[config.mk]
export PLATFORM = sky130hd
export DESIGN_NAME = bpm_tx_link_arbiter
export DESIGN_NICKNAME = d
export VERILOG_FILES = /design/src/rtl/bpm_link_pkg.sv /design/src/rtl/rr_picker.sv /design/src/rtl/bpm_tx_link_arbiter.sv
export SDC_FILE = /design/constraint.sdc
export NUM_CORES = 1
export LEC_CHECK = 0
export ABC_AREA = 1
export CAP_MARGIN = 20
export CORE_UTILIZATION = 30
export CTS_CLUSTER_DIAMETER = 80
export DETAILED_ROUTE_END_ITERATION = 12
export GPL_ROUTABILITY_DRIVEN = 0
export PLACE_DENSITY = 0.69
export RECOVER_POWER = 100
export SYNTH_ARGS = -nofsm -noshare
export SYNTH_HDL_FRONTEND = slang
export SYNTH_SLANG_ARGS = --single-unit
[constraint.sdc]
create_clock -name auroraUserClk -period 3.9 [get_ports auroraUserClk]
set_clock_uncertainty 0.05 [all_clocks]
set_input_delay 0.78 -clock auroraUserClk [delete_from_list [all_inputs] [get_ports auroraUserClk]]
set_output_delay 0.78 -clock auroraUserClk [all_outputs]
set_load 0.02 [all_outputs]
[src/rtl/bpm_link_pkg.sv]
// Shared definitions for the BPM test-link arbiters: FSM state type and link width.
package bpm_link_pkg;

  localparam int BPM_DATA_WIDTH = 32;

  typedef enum logic {
    IDLE = 1'b0,
    XFER = 1'b1
  } link_state_e;

endpackage

[src/rtl/rr_picker.sv]
// Combinational round-robin search: first eligible port strictly after `last`, wrapping.
module rr_picker #(
  parameter int NPORTS = 2
) (
  input  logic [NPORTS-1:0]         eligible,
  input  logic [$clog2(NPORTS)-1:0] last,
  output logic [NPORTS-1:0]         pick,
  output logic                      any
);

  localparam int IDX_W = $clog2(NPORTS);

  logic [IDX_W-1:0] idx;

  always_comb begin
    pick = '0;
    any  = 1'b0;
    idx  = '0;
    for (int k = 1; k <= NPORTS; k++) begin
      idx = IDX_W'((int'(last) + k) % NPORTS);
      if (!any && eligible[idx]) begin
        pick[idx] = 1'b1;
        any       = 1'b1;
      end
    end
  end

endmodule

[src/rtl/bpm_tx_link_arbiter.sv]
// Packet-level round-robin arbiter for the Aurora BPM test-link TX stream, with a
// per-port packet quota per FA interval and per-interval packet count reporting.
module bpm_tx_link_arbiter
  import bpm_link_pkg::*;
#(
  parameter int NPORTS          = 2,
  parameter int DATA_WIDTH      = BPM_DATA_WIDTH,
  parameter int MAX_PKTS_PER_FA = 4,
  parameter int CNT_WIDTH       = 8
) (
  input  logic                         auroraUserClk,
  input  logic                         auroraUserReset_n,
  input  logic                         auroraFAstrobe,
  input  logic [NPORTS-1:0]            enableMask,
  input  logic [NPORTS*DATA_WIDTH-1:0] s_tdata,
  input  logic [NPORTS-1:0]            s_tvalid,
  input  logic [NPORTS-1:0]            s_tlast,
  output logic [NPORTS-1:0]            s_tready,
  output logic [DATA_WIDTH-1:0]        BPM_TEST_AXI_STREAM_TX_tdata,
  output logic                         BPM_TEST_AXI_STREAM_TX_tvalid,
  output logic                         BPM_TEST_AXI_STREAM_TX_tlast,
  input  logic                         BPM_TEST_AXI_STREAM_TX_tready,
  output logic [NPORTS-1:0]            grant,
  output logic                         busy,
  output logic [NPORTS*CNT_WIDTH-1:0]  pktCount
);

  localparam int                   IDX_W    = $clog2(NPORTS);
  localparam logic [CNT_WIDTH-1:0] QUOTA    = CNT_WIDTH'(MAX_PKTS_PER_FA);
  localparam logic [IDX_W-1:0]     LAST_RST = IDX_W'(NPORTS - 1);

  link_state_e                        state_q, state_d;
  logic [NPORTS-1:0]                  grant_q, grant_d;
  logic [IDX_W-1:0]                   last_q, last_d, pick_idx;
  logic [NPORTS-1:0]                  eligible, pick, done;
  logic                               any;
  logic                               fire_last;
  logic [NPORTS-1:0][CNT_WIDTH-1:0]   cnt_q, pkt_count_q;

  function automatic logic [CNT_WIDTH-1:0] sat_inc(input logic [CNT_WIDTH-1:0] v);
    return (v >= QUOTA) ? QUOTA : v + 1'b1;
  endfunction

  // Arbitration: eligibility, round-robin pick and FSM
  always_comb begin
    for (int i = 0; i < NPORTS; i++)
      eligible[i] = s_tvalid[i] & enableMask[i] & (cnt_q[i] < QUOTA);
  end

  rr_picker #(
    .NPORTS(NPORTS)
  ) u_picker (
    .eligible(eligible),
    .last    (last_q),
    .pick    (pick),
    .any     (any)
  );

  always_comb begin
    pick_idx = '0;
    for (int i = 0; i < NPORTS; i++)
      if (pick[i]) pick_idx = IDX_W'(i);
  end

  always_comb begin
    state_d = state_q;
    grant_d = grant_q;
    last_d  = last_q;
    case (state_q)
      IDLE: begin
        if (any) begin
          state_d = XFER;
          grant_d = pick;
          last_d  = pick_idx;
        end
      end
      XFER: begin
        if (fire_last) begin
          state_d = IDLE;
          grant_d = '0;
        end
      end
      default: state_d = IDLE;
    endcase
  end

  always_ff @(posedge auroraUserClk or negedge auroraUserReset_n) begin
    if (!auroraUserReset_n) begin
      state_q <= IDLE;
      grant_q <= '0;
      last_q  <= LAST_RST;
    end else begin
      state_q <= state_d;
      grant_q <= grant_d;
      last_q  <= last_d;
    end
  end

  // Output mux: grant is all-zero outside XFER, so the link idles at zero for free
  always_comb begin
    BPM_TEST_AXI_STREAM_TX_tdata = '0;
    for (int i = 0; i < NPORTS; i++)
      if (grant_q[i]) BPM_TEST_AXI_STREAM_TX_tdata = s_tdata[i*DATA_WIDTH +: DATA_WIDTH];
  end

  assign BPM_TEST_AXI_STREAM_TX_tvalid = |(s_tvalid & grant_q);
  assign BPM_TEST_AXI_STREAM_TX_tlast  = |(s_tlast & grant_q);
  assign s_tready  = grant_q & {NPORTS{BPM_TEST_AXI_STREAM_TX_tready}};
  assign fire_last = BPM_TEST_AXI_STREAM_TX_tvalid & BPM_TEST_AXI_STREAM_TX_tready &
                     BPM_TEST_AXI_STREAM_TX_tlast;
  assign done      = grant_q & {NPORTS{fire_last}};
  assign grant     = grant_q;
  assign busy      = (state_q == XFER);

  // Quota counters and FA-interval latch; a packet ending on the strobe counts in the closing interval
  always_ff @(posedge auroraUserClk or negedge auroraUserReset_n) begin
    if (!auroraUserReset_n) begin
      cnt_q       <= '0;
      pkt_count_q <= '0;
    end else begin
      for (int i = 0; i < NPORTS; i++) begin
        if (auroraFAstrobe) begin
          pkt_count_q[i] <= done[i] ? sat_inc(cnt_q[i]) : cnt_q[i];
          cnt_q[i]       <= '0;
        end else if (done[i]) begin
          cnt_q[i] <= sat_inc(cnt_q[i]);
        end
      end
    end
  end

  assign pktCount = pkt_count_q;

endmodule

==> impl_metrics.csv <==
group,metric,value,unit
worst_setup_path,slowest_stage,"dlygate4sd3_1",
timing,worstMarginPinSlew,1.83,ns
floorplan,rows,30,
global_routing,grt_max_degree,37,
finish,multi_input_area,0.00103,mm²
timing,fin_crit_sh,87.4,%
floorplan,ios,129,
timing,finalHoldViolations,0,
routing,topRoutingLayerUsed,"met4",
routing,drt_iter0_markers,145,
clocking,cts_hold_buf,0,
placed_design,pre_cts_slack,0.813,ns
global_routing,grt_pass1_vias,2024,
pwr,p_sw_share,43.4,%
clocking,cts_setup_buffers,0,
finish,fin_util,51.7,%
worst_setup_path,worstSetupEndpointType,"output pin",
finish,final_common_cell,"nand2_1",
clocking,root_buffer,"clkbuf_8",
logic_synthesis,yosysWarnings,0,
worst_setup_path,path_max_fanout,32,
logic_synthesis,syn_inst,297,
worst_setup_path,rrSetupSlack,1.82,ns
timing,fin_crit,3.41,ns
finish,nets,500,
finish,diodes,0,
logic_synthesis,yosysSeqAreaShare,42.8,%
timing,holdWs,0.424,ns
routing,route.met3.wl,264,µm
finish,syn_to_final_growth,66.7,%
worst_setup_path,cp_slowest_stage_delay,0.67,ns
floorplan,die_y,85.8,µm
min_path,min_path_type,"flop to flop",
clocking,clkLatencyLatePin,0.28,ns
logic_synthesis,ys_ff_latch,36,
logic_synthesis,netlist_area,0.00211,mm²
finish,nFillCells,657,
clocking,cts_htree_levels,2,
clocking,cts_tree,"yes",
routing,wl_per_cell,12.1,µm
pwr,clkPwrFrac,15.4,%
finish,drive_gt1_share,4.03,%
status,run_status,"finished, violations left",
timing,fin_setup_tns,0,ns
floorplan,core,0.00679,mm²
worst_setup_path,arrival,2.58,ns
floorplan,start_util,31.0,%
timing,relSlewSlack,-22.2,%
floorplan,die-area,0.00736,mm²
worst_setup_path,path_cells,"inv_1 -> clkbuf_2 -> nand3_1 -> nand2_1 -> dlygate4sd3_1",
placed_design,io_buffers,128,
clocking,clkSinkCount,36,
pwr,p_per_area,446,mW/mm²
routing,drc_errors,0,
timing,finalWorstSetupSlack,0.492,ns
pwr,p_comb_share,55.5,%
timing,setup-violations-final,0,
pwr,vdd_drop_max,0.208,mV
clocking,cts_resized,0,
pwr,p_leak,1.83,nW
logic_synthesis,syn_nets,375,
routing,ant_nets,0,
placed_design,dp_hpwl,4900,µm
clocking,cts.clk_slew.worst_paths,0.07,ns
pwr,p_seq_share,29.1,%
routing,viasPerCell,4.38,
routing,wl_met2,3260,µm
worst_setup_path,critical_path_class,"flop to output pin",
timing,finalMaxSlewViolations,37,
logic_synthesis,synth_cell_types,22,
timing,fmax,293,MHz
worst_setup_path,cp-start-kind,"flop",
pwr,p_sw,0.680,mW
pwr,p_total,1.57,mW
global_routing,grt-ovfl-total,0,
routing,drt_wl_total,6270,µm
global_routing,grt_pass1_wl,9920,µm
pwr,cellInternalPower,0.886,mW
finish,final_cell_mix,"nand2_1 (137), clkdlybuf4s50_1 (72), dlygate4sd3_1 (56)",
floorplan,die_x,85.8,µm
routing,wl_met1,2640,µm
clocking,cts_buffer_depth,2,
job,maxCapViolations,1,
routing,dr.pass1.iters,4,
worst_setup_path,critPathRequiredTime,3.07,ns
status,violations,"max-capacitance violations, max-slew violations",
routing,vias,2270,
finish,seq_area,902,µm²
global_routing,grt_usage,17.0,%
global_routing,antenna_found_initial,0,
clocking,cts-buffers-inserted,5,
logic_synthesis,synth.avg_cell_area,7.09,µm²
timing,rsz0062_at_grt,"no",
[final timing paths]
path,endpoint,startpoint,cells after the start
max in group asynchronous,grant[1]$_DFFE_PN0P_,auroraUserReset_n,2
worst max register to register,pktCount[9]$_DFFE_PN0P_,grant[1]$_DFFE_PN0P_,7
worst min register to register,pktCount[2]$_DFFE_PN0P_,pktCount[2]$_DFFE_PN0P_,2
min in group asynchronous,pktCount[13]$_DFFE_PN0P_,auroraUserReset_n,2
worst min-delay path,pktCount[2]$_DFFE_PN0P_,pktCount[2]$_DFFE_PN0P_,2
worst max-delay path,BPM_TEST_AXI_STREAM_TX_tdata[23],grant[1]$_DFFE_PN0P_,5
[cell families (layout without fill, tap and decap cells)]
logic type / Yosys count / after routing / synth area share [%]
AO/OA/AOI/OAI: 16 / 16 / 3.80
adder cells (fa/ha/maj): 4 / 4 / 2.38
flip-flops: 36 / 36 / 42.8
AND/OR/NAND/NOR: 208 / 208 / 44.4
buffers and inverters: 33 / 158 / 6.65
[power groups by stage]
stage,registers [mW],clock network [mW],logic (mW)
2_1_floorplan,0.435,0,0.531
3_3_place_gp,0.466,0,0.947
3_5_place_dp,0.467,0,0.954
4_1_cts,0.460,0.252,0.957
5_1_grt,0.461,0.270,0.942
6_report,0.455,0.242,0.870
[final cells by class]
cell class | instances | share of cell area (%)
tap | 96 | 3.42
inverter | 18 | 1.92
clock buffer | 6 | 2.07
multi-input combinational | 228 | 29.4
timing repair buffer | 133 | 37.4
sequential | 36 | 25.7
clock inverter | 1 | 0.143
[metal layers]
metal	GRT usage, %	vias to the layer above
li1	-	1189
met1	22.5	1017
met2	28.9	53
met3	2.69	11
met4	5.00	0
met5	0	-
[registers in the layout, summed over array words and instances (netlist names)]
register,flops
grant,2
pktCount,16
last_q,1
cnt_q,16
busy,1
[synth_stat cells (all sizes together)]
master,number,share of area [%]
nand4,5,2.9
dfrtp,35,42
buf,7,2.0
ha,4,2.4
nor2,23,4.8
dfstp,1,1.2
o21ai,11,2.6
a21oi,5,1.2
nand3,39,9.9
inv,18,3.2
nand2,140,27
clkbuf,8,1.4
nor3,1,0.24
[stage by stage]
| stage | std cells | area (µm²) |
|---|---|---|
| after floorplan | 297 | 2110 |
| after global placement | 511 | 3470 |
| after detailed placement | 511 | 3470 |
| after CTS | 518 | 3550 |
| after global routing | 518 | 3510 |
| final | 518 | 3510 |
[critical path: cells and delay by family (launching register included)]
family,cells,cell delay (ns)
buffers and inverters,3,1.41
DFF,1,0.62
and+or+nand+nor,2,0.27
Note: power is estimated with default switching activity, not from simulation.
